[config.mk]
export PLATFORM = sky130hd
export DESIGN_NAME = controle_pipeline_hazard_flat
export DESIGN_NICKNAME = d
export VERILOG_FILES = /design/src/rtl/controle_pipeline_hazard_pkg.sv /design/src/rtl/controle_pipeline_hazard_if.sv /design/src/rtl/controle_pipeline_hazard_decoder.sv /design/src/rtl/controle_pipeline_hazard.sv /design/src/flat_wrapper.sv
export SDC_FILE = /design/constraint.sdc
export NUM_CORES = 1
export LEC_CHECK = 0
export CAP_MARGIN = 10
export CELL_PAD_IN_SITES_DETAIL_PLACEMENT = 0
export CELL_PAD_IN_SITES_GLOBAL_PLACEMENT = 1
export CORE_ASPECT_RATIO = 1.5
export CORE_MARGIN = 2
export CORE_UTILIZATION = 37
export DETAILED_ROUTE_END_ITERATION = 10
export GPL_ROUTABILITY_DRIVEN = 0
export PLACE_DENSITY = 0.91
export SYNTH_ARGS = -nofsm -noshare
export SYNTH_HDL_FRONTEND = slang
export SYNTH_HIERARCHICAL = 1
export SYNTH_SLANG_ARGS = --single-unit
[constraint.sdc]
create_clock -name clk -period 2.95 [get_ports clk]
set_input_delay 0.59 -clock clk [delete_from_list [all_inputs] [get_ports clk]]
set_output_delay 0.59 -clock clk [all_outputs]
set_load 0.005 [all_outputs]
[src/rtl/controle_pipeline_hazard_pkg.sv]
// Shared decode constants: opcodes, funct7 values, 4-bit ALU op codes, control bundle.
// Latency: n/a (constants and a pure helper function only).
// Backpressure: n/a.
package ctrl_pkg;

    // Major opcodes (instr[6:0]) handled by the decoder
    localparam logic [6:0] OP_RTYPE  = 7'b0110011;
    localparam logic [6:0] OP_IMM    = 7'b0010011;
    localparam logic [6:0] OP_LOAD   = 7'b0000011;
    localparam logic [6:0] OP_STORE  = 7'b0100011;
    localparam logic [6:0] OP_BRANCH = 7'b1100011;
    localparam logic [6:0] OP_LUI    = 7'b0110111;
    localparam logic [6:0] OP_AUIPC  = 7'b0010111;
    localparam logic [6:0] OP_JAL    = 7'b1101111;
    localparam logic [6:0] OP_JALR   = 7'b1100111;

    // funct7 values that select base, alternate (SUB/SRA) and M-extension ops
    localparam logic [6:0] F7_BASE   = 7'b0000000;
    localparam logic [6:0] F7_ALT    = 7'b0100000;
    localparam logic [6:0] F7_MULDIV = 7'b0000001;

    // ALU operation encoding seen by the EX stage
    localparam logic [3:0] ALU_AND   = 4'd0;
    localparam logic [3:0] ALU_OR    = 4'd1;
    localparam logic [3:0] ALU_ADD   = 4'd2;
    localparam logic [3:0] ALU_SLL   = 4'd3;
    localparam logic [3:0] ALU_XOR   = 4'd4;
    localparam logic [3:0] ALU_SRL   = 4'd5;
    localparam logic [3:0] ALU_SUB   = 4'd6;
    localparam logic [3:0] ALU_SLT   = 4'd7;
    localparam logic [3:0] ALU_SLTU  = 4'd8;
    localparam logic [3:0] ALU_SRA   = 4'd9;
    localparam logic [3:0] ALU_PASSB = 4'd10;
    localparam logic [3:0] ALU_MUL   = 4'd11;
    localparam logic [3:0] ALU_MULH  = 4'd12;
    localparam logic [3:0] ALU_DIV   = 4'd13;
    localparam logic [3:0] ALU_REM   = 4'd14;

    // Control bundle carried in the ID/EX register
    typedef struct packed {
        logic       regwrite;
        logic       memread;
        logic       memwrite;
        logic       memtoreg;
        logic       alusrc;
        logic       branch;
        logic       jump;
        logic       jalr;
        logic       auipc;
        logic [3:0] alucontrol;
    } ctrl_t;

    // funct3 -> ALU op for the register and immediate integer groups;
    // alt selects SUB (f3=000) or SRA (f3=101)
    function automatic logic [3:0] base_alu_op(input logic [2:0] f3, input logic alt);
        logic [3:0] op;
        case (f3)
            3'b000:  op = alt ? ALU_SUB : ALU_ADD;
            3'b001:  op = ALU_SLL;
            3'b010:  op = ALU_SLT;
            3'b011:  op = ALU_SLTU;
            3'b100:  op = ALU_XOR;
            3'b101:  op = alt ? ALU_SRA : ALU_SRL;
            3'b110:  op = ALU_OR;
            default: op = ALU_AND;
        endcase
        return op;
    endfunction

endpackage

[src/rtl/controle_pipeline_hazard_if.sv]
// ID-side inputs and EX-side control outputs of the decode/hazard unit.
// Latency: n/a (wires only).
// Backpressure: stall_o holds the front end; flush_if_id_o kills IF/ID.
interface controle_pipeline_hazard_if;
    logic [31:0] id_instr;
    logic        id_valid;
    logic        flush_ex;
    logic        stall_o;
    logic        flush_if_id_o;
    logic        ex_valid;
    logic        ex_regwrite;
    logic        ex_memread;
    logic        ex_memwrite;
    logic        ex_memtoreg;
    logic        ex_alusrc;
    logic        ex_branch;
    logic        ex_jump;
    logic        ex_jalr;
    logic        ex_auipc;
    logic [3:0]  ex_alucontrol;
    logic [2:0]  ex_funct3;
    logic [4:0]  ex_rd;
    logic [4:0]  ex_rs1;
    logic [4:0]  ex_rs2;
    logic        ex_illegal;

    // Pipeline side: supplies the ID instruction and EX redirect, consumes controls
    modport master (
        output id_instr, id_valid, flush_ex,
        input  stall_o, flush_if_id_o, ex_valid, ex_regwrite, ex_memread, ex_memwrite,
               ex_memtoreg, ex_alusrc, ex_branch, ex_jump, ex_jalr, ex_auipc,
               ex_alucontrol, ex_funct3, ex_rd, ex_rs1, ex_rs2, ex_illegal
    );

    // Control unit side
    modport slave (
        input  id_instr, id_valid, flush_ex,
        output stall_o, flush_if_id_o, ex_valid, ex_regwrite, ex_memread, ex_memwrite,
               ex_memtoreg, ex_alusrc, ex_branch, ex_jump, ex_jalr, ex_auipc,
               ex_alucontrol, ex_funct3, ex_rd, ex_rs1, ex_rs2, ex_illegal
    );
endinterface

[src/rtl/controle_pipeline_hazard_decoder.sv]
// Combinational RV32I(+M) decoder: control bundle, register usage, multi-cycle class.
// Latency: 0 cycles (purely combinational).
// Backpressure: none; consumers decide whether to use the result.
module controle_decoder
    import ctrl_pkg::*;
#(
    parameter int M_EXT = 1
) (
    input  logic [31:0] instr,
    output ctrl_t       ctrl,
    output logic [2:0]  funct3,
    output logic [4:0]  rd,
    output logic [4:0]  rs1,
    output logic [4:0]  rs2,
    output logic        uses_rs1,
    output logic        uses_rs2,
    output logic        is_mul,
    output logic        is_div,
    output logic        illegal
);

    logic [6:0] opcode;
    logic [6:0] funct7;

    // Raw instruction fields; rd/rs are passed on unmodified for forwarding
    assign opcode = instr[6:0];
    assign rd     = instr[11:7];
    assign funct3 = instr[14:12];
    assign rs1    = instr[19:15];
    assign rs2    = instr[24:20];
    assign funct7 = instr[31:25];

    // Decode: everything starts illegal with all controls off; each legal
    // pattern switches its own controls on. Illegal encodings read no registers.
    always_comb begin
        ctrl     = '0;
        uses_rs1 = 1'b0;
        uses_rs2 = 1'b0;
        is_mul   = 1'b0;
        is_div   = 1'b0;
        illegal  = 1'b1;
        case (opcode)
            OP_RTYPE: begin
                if (funct7 == F7_BASE ||
                    (funct7 == F7_ALT && (funct3 == 3'b000 || funct3 == 3'b101))) begin
                    illegal         = 1'b0;
                    ctrl.regwrite   = 1'b1;
                    ctrl.alucontrol = base_alu_op(funct3, funct7 == F7_ALT);
                    uses_rs1        = 1'b1;
                    uses_rs2        = 1'b1;
                end else if (M_EXT != 0 && funct7 == F7_MULDIV) begin
                    illegal       = 1'b0;
                    ctrl.regwrite = 1'b1;
                    uses_rs1      = 1'b1;
                    uses_rs2      = 1'b1;
                    is_mul        = ~funct3[2];
                    is_div        = funct3[2];
                    case (funct3)
                        3'b000:                 ctrl.alucontrol = ALU_MUL;
                        3'b001, 3'b010, 3'b011: ctrl.alucontrol = ALU_MULH;
                        3'b100, 3'b101:         ctrl.alucontrol = ALU_DIV;
                        default:                ctrl.alucontrol = ALU_REM;
                    endcase
                end
            end
            OP_IMM: begin
                // Shift-immediates carry funct7 in imm[11:5]; only SRLI/SRAI may set bit 30
                if ((funct3 != 3'b001 && funct3 != 3'b101) ||
                    (funct3 == 3'b001 && funct7 == F7_BASE) ||
                    (funct3 == 3'b101 && (funct7 == F7_BASE || funct7 == F7_ALT))) begin
                    illegal         = 1'b0;
                    ctrl.regwrite   = 1'b1;
                    ctrl.alusrc     = 1'b1;
                    ctrl.alucontrol = base_alu_op(funct3, funct3 == 3'b101 && funct7 == F7_ALT);
                    uses_rs1        = 1'b1;
                end
            end
            OP_LOAD: begin
                if (funct3 != 3'b011 && funct3 != 3'b110 && funct3 != 3'b111) begin
                    illegal         = 1'b0;
                    ctrl.regwrite   = 1'b1;
                    ctrl.memread    = 1'b1;
                    ctrl.memtoreg   = 1'b1;
                    ctrl.alusrc     = 1'b1;
                    ctrl.alucontrol = ALU_ADD;
                    uses_rs1        = 1'b1;
                end
            end
            OP_STORE: begin
                if (funct3[2] == 1'b0 && funct3 != 3'b011) begin
                    illegal         = 1'b0;
                    ctrl.memwrite   = 1'b1;
                    ctrl.alusrc     = 1'b1;
                    ctrl.alucontrol = ALU_ADD;
                    uses_rs1        = 1'b1;
                    uses_rs2        = 1'b1;
                end
            end
            OP_BRANCH: begin
                if (funct3 != 3'b010 && funct3 != 3'b011) begin
                    illegal     = 1'b0;
                    ctrl.branch = 1'b1;
                    uses_rs1    = 1'b1;
                    uses_rs2    = 1'b1;
                    case (funct3[2:1])
                        2'b00:   ctrl.alucontrol = ALU_SUB;
                        2'b10:   ctrl.alucontrol = ALU_SLT;
                        default: ctrl.alucontrol = ALU_SLTU;
                    endcase
                end
            end
            OP_LUI: begin
                illegal         = 1'b0;
                ctrl.regwrite   = 1'b1;
                ctrl.alusrc     = 1'b1;
                ctrl.alucontrol = ALU_PASSB;
            end
            OP_AUIPC: begin
                illegal         = 1'b0;
                ctrl.regwrite   = 1'b1;
                ctrl.alusrc     = 1'b1;
                ctrl.auipc      = 1'b1;
                ctrl.alucontrol = ALU_ADD;
            end
            OP_JAL: begin
                illegal       = 1'b0;
                ctrl.regwrite = 1'b1;
                ctrl.jump     = 1'b1;
            end
            OP_JALR: begin
                if (funct3 == 3'b000) begin
                    illegal         = 1'b0;
                    ctrl.regwrite   = 1'b1;
                    ctrl.jalr       = 1'b1;
                    ctrl.alusrc     = 1'b1;
                    ctrl.alucontrol = ALU_ADD;
                    uses_rs1        = 1'b1;
                end
            end
            default: ;
        endcase
    end

endmodule

[src/rtl/controle_pipeline_hazard.sv]
// ID/EX control register with load-use interlock, MUL/DIV busy hold and EX flush.
// Latency: 1 cycle ID->EX; MUL/DIV stay MUL_LAT/DIV_LAT cycles in EX.
// Backpressure: stall_o (combinational) holds PC and IF/ID; flush_ex wins over everything but reset.
module controle_pipeline_hazard
    import ctrl_pkg::*;
#(
    parameter int M_EXT   = 1,
    parameter int MUL_LAT = 2,   // >= 1
    parameter int DIV_LAT = 8,   // >= 1
    parameter int CNT_W   = 4    // 2**CNT_W > max(MUL_LAT, DIV_LAT)
) (
    input  logic                        clk,
    input  logic                        rst_n,
    controle_pipeline_hazard_if.slave   bus
);

    localparam logic [CNT_W-1:0] MUL_LOAD = CNT_W'(MUL_LAT - 1);
    localparam logic [CNT_W-1:0] DIV_LOAD = CNT_W'(DIV_LAT - 1);

    ctrl_t       dec_ctrl;
    logic [2:0]  dec_funct3;
    logic [4:0]  dec_rd;
    logic [4:0]  dec_rs1;
    logic [4:0]  dec_rs2;
    logic        dec_uses_rs1;
    logic        dec_uses_rs2;
    logic        dec_is_mul;
    logic        dec_is_div;
    logic        dec_illegal;

    ctrl_t       ex_ctrl_q;
    logic        ex_valid_q;
    logic        ex_illegal_q;
    logic [2:0]  ex_funct3_q;
    logic [4:0]  ex_rd_q;
    logic [4:0]  ex_rs1_q;
    logic [4:0]  ex_rs2_q;
    logic [CNT_W-1:0] busy_cnt;

    logic        busy;
    logic        load_use;
    logic        load_bubble;

    controle_decoder #(
        .M_EXT (M_EXT)
    ) u_dec (
        .instr    (bus.id_instr),
        .ctrl     (dec_ctrl),
        .funct3   (dec_funct3),
        .rd       (dec_rd),
        .rs1      (dec_rs1),
        .rs2      (dec_rs2),
        .uses_rs1 (dec_uses_rs1),
        .uses_rs2 (dec_uses_rs2),
        .is_mul   (dec_is_mul),
        .is_div   (dec_is_div),
        .illegal  (dec_illegal)
    );

    // A multi-cycle op still owns EX while the counter is non-zero
    assign busy = (busy_cnt != '0);

    // Load in EX whose destination is a register the ID instruction actually reads
    assign load_use = bus.id_valid & ex_valid_q & ex_ctrl_q.memread & (ex_rd_q != 5'd0) &
                      ((dec_uses_rs1 & (dec_rs1 == ex_rd_q)) |
                       (dec_uses_rs2 & (dec_rs2 == ex_rd_q)));

    // Outside a busy period, a hazard or an empty IF/ID slot inserts a bubble
    assign load_bubble = load_use | ~bus.id_valid;

    // A redirect cancels the hold: the front end must fetch the new target
    assign bus.stall_o       = rst_n & ~bus.flush_ex & (busy | load_use);
    assign bus.flush_if_id_o = rst_n & bus.flush_ex;

    // ID/EX register: reset/flush/hazard insert a bubble, busy holds, otherwise load
    always_ff @(posedge clk) begin
        if (!rst_n || bus.flush_ex || (!busy && load_bubble)) begin
            ex_valid_q   <= 1'b0;
            ex_ctrl_q    <= '0;
            ex_illegal_q <= 1'b0;
            ex_funct3_q  <= 3'd0;
            ex_rd_q      <= 5'd0;
            ex_rs1_q     <= 5'd0;
            ex_rs2_q     <= 5'd0;
        end else if (!busy) begin
            ex_valid_q   <= 1'b1;
            ex_ctrl_q    <= dec_ctrl;
            ex_illegal_q <= dec_illegal;
            ex_funct3_q  <= dec_funct3;
            ex_rd_q      <= dec_rd;
            ex_rs1_q     <= dec_rs1;
            ex_rs2_q     <= dec_rs2;
        end
    end

    // Busy counter: loaded with the extra EX cycles of the op entering EX, counts down
    always_ff @(posedge clk) begin
        if (!rst_n || bus.flush_ex) begin
            busy_cnt <= '0;
        end else if (busy) begin
            busy_cnt <= busy_cnt - CNT_W'(1);
        end else if (load_bubble) begin
            busy_cnt <= '0;
        end else if (dec_is_mul) begin
            busy_cnt <= MUL_LOAD;
        end else if (dec_is_div) begin
            busy_cnt <= DIV_LOAD;
        end else begin
            busy_cnt <= '0;
        end
    end

    assign bus.ex_valid      = ex_valid_q;
    assign bus.ex_regwrite   = ex_ctrl_q.regwrite;
    assign bus.ex_memread    = ex_ctrl_q.memread;
    assign bus.ex_memwrite   = ex_ctrl_q.memwrite;
    assign bus.ex_memtoreg   = ex_ctrl_q.memtoreg;
    assign bus.ex_alusrc     = ex_ctrl_q.alusrc;
    assign bus.ex_branch     = ex_ctrl_q.branch;
    assign bus.ex_jump       = ex_ctrl_q.jump;
    assign bus.ex_jalr       = ex_ctrl_q.jalr;
    assign bus.ex_auipc      = ex_ctrl_q.auipc;
    assign bus.ex_alucontrol = ex_ctrl_q.alucontrol;
    assign bus.ex_funct3     = ex_funct3_q;
    assign bus.ex_rd         = ex_rd_q;
    assign bus.ex_rs1        = ex_rs1_q;
    assign bus.ex_rs2        = ex_rs2_q;
    assign bus.ex_illegal    = ex_illegal_q;

endmodule

[src/flat_wrapper.sv]
// flat-port wrapper written by rule: the top's interface ports become plain ports
module controle_pipeline_hazard_flat import ctrl_pkg::*;
#(
    parameter int M_EXT   = 1,
    parameter int MUL_LAT = 2,          
    parameter int DIV_LAT = 8,          
    parameter int CNT_W   = 4                                       
)
  (clk, rst_n, bus_id_instr, bus_id_valid, bus_flush_ex, bus_stall_o, bus_flush_if_id_o, bus_ex_valid, bus_ex_regwrite, bus_ex_memread, bus_ex_memwrite, bus_ex_memtoreg, bus_ex_alusrc, bus_ex_branch, bus_ex_jump, bus_ex_jalr, bus_ex_auipc, bus_ex_alucontrol, bus_ex_funct3, bus_ex_rd, bus_ex_rs1, bus_ex_rs2, bus_ex_illegal);
  controle_pipeline_hazard_if bus_i ();
  input  logic clk;
  input  logic rst_n;
  input wire logic [$bits(bus_i.id_instr)-1:0] bus_id_instr;
  input wire logic [$bits(bus_i.id_valid)-1:0] bus_id_valid;
  input wire logic [$bits(bus_i.flush_ex)-1:0] bus_flush_ex;
  output wire logic [$bits(bus_i.stall_o)-1:0] bus_stall_o;
  output wire logic [$bits(bus_i.flush_if_id_o)-1:0] bus_flush_if_id_o;
  output wire logic [$bits(bus_i.ex_valid)-1:0] bus_ex_valid;
  output wire logic [$bits(bus_i.ex_regwrite)-1:0] bus_ex_regwrite;
  output wire logic [$bits(bus_i.ex_memread)-1:0] bus_ex_memread;
  output wire logic [$bits(bus_i.ex_memwrite)-1:0] bus_ex_memwrite;
  output wire logic [$bits(bus_i.ex_memtoreg)-1:0] bus_ex_memtoreg;
  output wire logic [$bits(bus_i.ex_alusrc)-1:0] bus_ex_alusrc;
  output wire logic [$bits(bus_i.ex_branch)-1:0] bus_ex_branch;
  output wire logic [$bits(bus_i.ex_jump)-1:0] bus_ex_jump;
  output wire logic [$bits(bus_i.ex_jalr)-1:0] bus_ex_jalr;
  output wire logic [$bits(bus_i.ex_auipc)-1:0] bus_ex_auipc;
  output wire logic [$bits(bus_i.ex_alucontrol)-1:0] bus_ex_alucontrol;
  output wire logic [$bits(bus_i.ex_funct3)-1:0] bus_ex_funct3;
  output wire logic [$bits(bus_i.ex_rd)-1:0] bus_ex_rd;
  output wire logic [$bits(bus_i.ex_rs1)-1:0] bus_ex_rs1;
  output wire logic [$bits(bus_i.ex_rs2)-1:0] bus_ex_rs2;
  output wire logic [$bits(bus_i.ex_illegal)-1:0] bus_ex_illegal;
  assign bus_i.id_instr = bus_id_instr;
  assign bus_i.id_valid = bus_id_valid;
  assign bus_i.flush_ex = bus_flush_ex;
  assign bus_stall_o = bus_i.stall_o;
  assign bus_flush_if_id_o = bus_i.flush_if_id_o;
  assign bus_ex_valid = bus_i.ex_valid;
  assign bus_ex_regwrite = bus_i.ex_regwrite;
  assign bus_ex_memread = bus_i.ex_memread;
  assign bus_ex_memwrite = bus_i.ex_memwrite;
  assign bus_ex_memtoreg = bus_i.ex_memtoreg;
  assign bus_ex_alusrc = bus_i.ex_alusrc;
  assign bus_ex_branch = bus_i.ex_branch;
  assign bus_ex_jump = bus_i.ex_jump;
  assign bus_ex_jalr = bus_i.ex_jalr;
  assign bus_ex_auipc = bus_i.ex_auipc;
  assign bus_ex_alucontrol = bus_i.ex_alucontrol;
  assign bus_ex_funct3 = bus_i.ex_funct3;
  assign bus_ex_rd = bus_i.ex_rd;
  assign bus_ex_rs1 = bus_i.ex_rs1;
  assign bus_ex_rs2 = bus_i.ex_rs2;
  assign bus_ex_illegal = bus_i.ex_illegal;
  controle_pipeline_hazard #(.M_EXT(M_EXT), .MUL_LAT(MUL_LAT), .DIV_LAT(DIV_LAT), .CNT_W(CNT_W)) u_core (.clk(clk), .rst_n(rst_n), .bus(bus_i));
endmodule
==> run summary, run 1 <==
status - completed
vias per inst - 5.19
Initial Utilization - 38.1%
CP startpoint kind - primary input
switch share - 23.8%
via count - 2658
commonest non-fill, non-tap cells in the layout - 53 x clkdlybuf4s50_1, 48 x nand2_1, 47 x buf_4, 37 x dfxtp_1, 32 x mux2_2
Post-synth EDFFs - 0
antenna cells - 0
worst-path maximum fanout - 4
Post-Synthesis Cell Area - 0.00277 mm²
CTS tree - yes
vias in the first global route - 2574
CP Capture Type - primary output
TritonCTS Buffers - 5
period utilization - 96.2%
Yosys warnings - 6
startpoint of the worst hold path - u_core/busy_cnt[0]$_SDFF_PP0_
Synth Instances - 325
ys async rst share - 0%
worst path arrival time - 2250 ps
post-layout util - 53.5%
H-tree Lvls - 2
slowest CP cell - and4bb_4
final instance area - 0.00389 mm²
clock network power share - 38.0%
WHS Endpoint - u_core/busy_cnt[0]$_SDFF_PP0_
largest net degree at the start of global routing - 37
Register Area - 741 µm²
Seq pwr share - 43.4%
Rows - 38
worst-margin pin slew - 553 ps
DRC violations left - 0
synthesized net count - 362
drt total wl - 7.60 mm
Pre-antenna DRT Iters - 4
FF+latch count, synth - 37
Reg2Reg Setup Slack - 1060 ps
Int Power - 0.906 mW
hpwl dp - 5.71 mm
GR Overflow Total - 0
layout cell share with drive strength beyond 1 - 36.4%
dpl cell area - 0.00367 mm²
Multi-input gate area - 0.00184 mm²
min Tclk post-route - 2840 ps
first-pass GRT wire length - 12.0 mm
initial antenna violation count - 0
Synth Flop Type - dfxtp_1
Nets - 448
Horiz. Die Dim - 74.7 µm
drt wl/cell - 14.8 µm
CTS Hold Bufs - 0
P_sw - 0.283 mW
final antenna-violating net count - 0
Min-Delay Path Class - flop to flop
die area - 0.00822 mm²
final setup fails - 0
Setup CP Type - primary input to primary output
reg-to-reg endpoint - u_core/bus.ex_rd[0]$_SDFFE_PP0P_
core box area - 0.00727 mm²
VDD IR max - 0.000306 V
clk root buf - clkbuf_8
Sink Count - 37
PnR Total Power - 1.19 mW
Hold Path Depth - 3
Chip Height - 110 µm
r2r startpoint - u_core/busy_cnt[0]$_SDFF_PP0_
FILL cells - 703
Top Ports - 71
clk buf depth - 2
drt initial violations - 116
Worst EP required - 2360 ps
final hold viol count - 0
hold slack final - 564 ps
LEAKAGE - 1.45 nW
number of max-cap violations - 0
Gate power share - 18.6%
Clock transition at path regs - 70 ps
area growth from synthesis to layout - 40.4%
fmax - 352 MHz
post-synthesis sequential area ratio - 26.7%
Port Buffers - 70
clk_skew - 3.51 ps
Worst-Skew Late Latency - 290 ps
Mean Syn Cell Area - 8.54 µm²
Synth cell types - 63
CP cell instances - clkdlybuf4s15_1 > and4bb_4 > buf_6 > nand2_2 > a31oi_4 > nor2_2 > o211ai_1 > nand2_1 > o22ai_4 > a21o_1 > buf_2
GRT Total Usage - 19.1%
slowest stage delay, CP - 390 ps
commonest non-fill, non-tap cell in the layout - clkdlybuf4s50_1
normalized max-slew margin - 62.8%
FF-to-FF path depth - 7
Pins Over Slew Limit - 0
Pwr Density - 305 mW/mm²
## cell families after synthesis
kind of cell / synth area share [%]
AOI/OAI and AO/OA: 23.8
and+or+nand+nor: 22.1
adders and majority gates: 0.451
muxes: 13.4
buffers and inverters: 9.88
xor gates and xnor gates: 3.79
DFF: 26.7
## cells in the mapped netlist, types with 8 or more instances
cell type / count / area [µm²]
buf_2: 9 / 45.0
mux2_2: 32 / 360
dfxtp_1: 37 / 741
nand2_1: 49 / 184
a21oi_1: 12 / 60.1
nor2_1: 11 / 41.3
clkbuf_1: 8 / 30.0
buf_4: 19 / 143
o21ai_0: 8 / 40.0
xnor2_1: 11 / 96.3
nor3_1: 10 / 50.1
a21oi_2: 30 / 263
## power by group through the flow
| stage | clock network, mW | registers, mW | logic, mW |
|---|---|---|---|
| floorplan | 0 | 0.527 | 0.111 |
| global placement | 0 | 0.527 | 0.211 |
| detailed placement | 0 | 0.528 | 0.215 |
| CTS | 0.465 | 0.516 | 0.218 |
| global route | 0.484 | 0.517 | 0.238 |
| finish | 0.452 | 0.516 | 0.222 |
## critical path: cells and delay by family
family,cells,cell delay [ps]
buffers and inverters,3,390
and+or+nand+nor,4,670
AOI/OAI and AO/OA,4,590
## flip-flops by register name, summed over array words and instances, names as in the netlist
register,cells
u_core/bus.ex_funct3,3
u_core/bus.ex_branch,1
u_core/bus.ex_jalr,1
u_core/bus.ex_memtoreg,1
u_core/bus.ex_illegal,1
u_core/bus.ex_memread,1
u_core/bus.ex_alusrc,1
u_core/bus.ex_regwrite,1
u_core/bus.ex_memwrite,1
u_core/busy_cnt,4
u_core/bus.ex_rd,5
u_core/bus.ex_jump,1
u_core/bus.ex_valid,1
u_core/bus.ex_alucontrol,4
u_core/bus.ex_rs2,5
u_core/bus.ex_auipc,1
u_core/bus.ex_rs1,5
## metrics by stage
| stage | TNS, ps | instances | setup WS, ps |
|---|---|---|---|
| global placement | -1350 | 496 | -536 |
| CTS | 0 | 512 | 36.0 |
| detailed placement | -2750 | 496 | -556 |
| floorplan | 0 | 325 | 360 |
| finish | 0 | 512 | 112 |
| global route | -2.19 | 512 | -2.19 |
## routing by layer
metal  global-route usage, %  vias to the layer above  wire [µm]
met3                    2.55                       14        333
met5                       0                        -          0
met2                    35.5                       89       4070
met4                    9.31                        0        250
li1                        -                     1316          -
met1                    20.7                     1239       2950
## final cells by class
cell class / count / share of cell area [%]
timing repair buffer: 119 / 27.1
clock inverter: 1 / 0.771
sequential: 37 / 19.0
clock buffer: 7 / 2.22
inverter: 5 / 0.482
multi-input combinational: 243 / 47.2
tap: 100 / 3.21
## worst max path at each step
stage               slack [ps]          end  depth (start not counted)              from
floorplan                  360  bus_stall_o                          9  bus_id_instr[14]
global placement          -540  bus_stall_o                         10   bus_id_instr[2]
detailed placement        -560  bus_stall_o                         10   bus_id_instr[2]
CTS                         40  bus_stall_o                         10   bus_id_instr[3]
global route                -2  bus_stall_o                         10   bus_id_instr[6]
finish                     110  bus_stall_o                         11   bus_id_instr[2]
## repair_timing
item / in CTS / in global routing
setup buffers: 8 / 0
endpoints found under the hold margin: 0 / 0
pin swaps: 15 / 7
resized for setup: 32 / 6
endpoints found under the setup margin: 1 / 1
Note: power is estimated with default switching activity, not from simulation.
==> inputs of run 2 (changes only) <==
- SLEW_MARGIN: not set -> 30
==> results of run 2 <==
Same layout as run 1: the final DEF is identical, and so are final timing and power.
==> inputs of run 3 (changes only) <==
- CORE_UTILIZATION: 37 -> 28
- GPL_TIMING_DRIVEN: not set -> 0
- PLACE_DENSITY: 0.91 -> 0.74
==> run summary, run 3 (synthesis results as in run 1) <==
status - completed (unchanged)
fmax - 351 MHz (was 352 MHz)
hpwl dp - 6.16 mm (was 5.71 mm)
final hold viol count - 0 (unchanged)
clk_skew - 7.52 ps (was 3.51 ps)
Worst EP required - 2360 ps (about the same)
GR Overflow Total - 0 (unchanged)
drt total wl - 8.32 mm (was 7.60 mm)
number of max-cap violations - 0 (unchanged)
Worst-Skew Late Latency - 290 ps (about the same)
dpl cell area - 0.00345 mm² (was 0.00367 mm²)
min Tclk post-route - 2850 ps (was 2840 ps)
Nets - 443 (was 448)
startpoint of the worst hold path - u_core/busy_cnt[0]$_SDFF_PP0_ (unchanged)
DRC violations left - 0 (unchanged)
final instance area - 0.00385 mm² (was 0.00389 mm²)
reg-to-reg endpoint - u_core/bus.ex_rs2[4]$_SDFFE_PP0P_ (was u_core/bus.ex_rd[0]$_SDFFE_PP0P_)
commonest non-fill, non-tap cells in the layout - 48 x nand2_1, 40 x buf_4, 37 x clkdlybuf4s50_1, 37 x dfxtp_1, 32 x mux2_2 (was 53 x clkdlybuf4s50_1, 48 x nand2_1, 47 x buf_4, 37 x dfxtp_1, 32 x mux2_2)
largest net degree at the start of global routing - 14 (was 37)
dpl cells - 493 (was 496)
FF-to-FF path depth - 8 (was 7)
CP Capture Type - primary output (unchanged)
Pwr Density - 346 mW/mm² (was 305 mW/mm²)
layout cell share with drive strength beyond 1 - 39.6% (was 36.4%)
TritonCTS Buffers - 5 (unchanged)
Setup CP Type - primary input to primary output (unchanged)
Sink Count - 37 (unchanged)
GRT Total Usage - 16.0% (was 19.1%)
clk root buf - clkbuf_16 (was clkbuf_8)
LEAKAGE - 1.44 nW (was 1.45 nW)
via count - 2665 (was 2658)
die area - 0.0107 mm² (was 0.00822 mm²)
clk buf depth - 2 (unchanged)
normalized max-slew margin - 55.7% (was 62.8%)
H-tree Lvls - 2 (unchanged)
Horiz. Die Dim - 85.3 µm (was 74.7 µm)
Hold Path Depth - 3 (unchanged)
Initial Utilization - 28.6% (was 38.1%)
Rows - 44 (was 38)
Top Ports - 71 (unchanged)
vias in the first global route - 2788 (was 2574)
Clock transition at path regs - 60 ps (was 70 ps)
Min-Delay Path Class - flop to flop (unchanged)
Port Buffers - 53 (was 70)
CTS tree - yes (unchanged)
worst path arrival time - 2260 ps (was 2250 ps)
antenna cells - 0 (unchanged)
commonest non-fill, non-tap cell in the layout - nand2_1 (was clkdlybuf4s50_1)
Pre-antenna DRT Iters - 5 (was 4)
Pins Over Slew Limit - 0 (unchanged)
area growth from synthesis to layout - 38.9% (was 40.4%)
vias per inst - 5.11 (was 5.19)
r2r startpoint - u_core/busy_cnt[0]$_SDFF_PP0_ (unchanged)
final setup fails - 0 (unchanged)
period utilization - 96.5% (was 96.2%)
drt initial violations - 80 (was 116)
CTS Hold Bufs - 0 (unchanged)
VDD IR max - 0.000417 V (was 0.000306 V)
Reg2Reg Setup Slack - 810 ps (was 1060 ps)
Non-Filler Instances - 522 (was 512)
CP startpoint kind - primary input (unchanged)
first-pass GRT wire length - 13.7 mm (was 12.0 mm)
worst-path maximum fanout - 3 (was 4)
initial antenna violation count - 0 (unchanged)
worst-margin pin slew - 659 ps (was 553 ps)
drt wl/cell - 15.9 µm (was 14.8 µm)
core box area - 0.00969 mm² (was 0.00727 mm²)
FILL cells - 1002 (was 703)
Chip Height - 126 µm (was 110 µm)
final antenna-violating net count - 0 (unchanged)
WHS Endpoint - u_core/busy_cnt[0]$_SDFF_PP0_ (unchanged)
run 3: cell type report:
| cell class | instances | area (µm²) | share of cell area, % |
|---|---|---|---|
| multi-input combinational | 243 | 1840 | 47.6 |
| sequential | 37 | 741 | 19.2 |
| timing repair buffer | 74 | 662 | 17.2 |
| buffer | 40 | 280 | 7.28 |
| tap | 115 | 144 | 3.73 |
| clock buffer | 5 | 125 | 3.25 |
| clock inverter | 3 | 46.3 | 1.20 |
| inverter | 5 | 18.8 | 0.487 |
run 3: stage by stage:
stage	utilization, %	setup TNS [ps]	setup slack [ps]	hold slack [ps]	total power, mW
3_3_place_gp	35.6	-12250	-1060	553	0.712
6_report	39.8	0	102	583	1.33
5_1_grt	39.8	-6.77	-6.77	625	1.39
3_5_place_dp	35.6	-13100	-1070	567	0.713
4_1_cts	39.1	0	0.385	584	1.35
2_1_floorplan	-	0	360	513	0.637
run 3: metal layers:
layer | wire length [µm] | vias up | global-route usage, %
met2 | 4340 | 104 | 28.3
met1 | 3160 | 1222 | 17.7
met3 | 452 | 27 | 3.34
met4 | 363 | 0 | 7.94
li1 | - | 1312 | -
met5 | 0 | - | 0
run 3: repair_timing:
action	4_1_cts	5_1_grt
setup buffers	16	5
pin swaps	15	13
gates resized for setup	47	24
setup endpoints to repair	31	1
run 3: where the power goes:
| part | internal, mW | switching (mW) |
|---|---|---|
| clock | 0.400 | 0.214 |
| combinational | 0.107 | 0.0971 |
| sequential | 0.509 | 0.00826 |
| total | 1.02 | 0.319 |
run 3: worst max-delay path by stage:
| stage | startpoint | to | slack (ps) |
|---|---|---|---|
| floorplan | bus_id_instr[14] | bus_stall_o | 360 |
| global placement | bus_id_instr[3] | bus_stall_o | -1060 |
| detailed placement | bus_id_instr[3] | bus_stall_o | -1070 |
| CTS | bus_id_instr[3] | bus_stall_o | 0.4 |
| global route | bus_id_instr[3] | bus_stall_o | -7 |
| finish | bus_id_instr[29] | bus_stall_o | 100 |
run 3: critical path, cell delays in order:
cell           delay [ps]
dlygate4sd2_1         260
nor3_4                220
and4_4                260
and2_4                160
nor2_4                 40
o211ai_1              140
nand2_1               160
o22ai_4               180
a21o_1                140
buf_2                 110
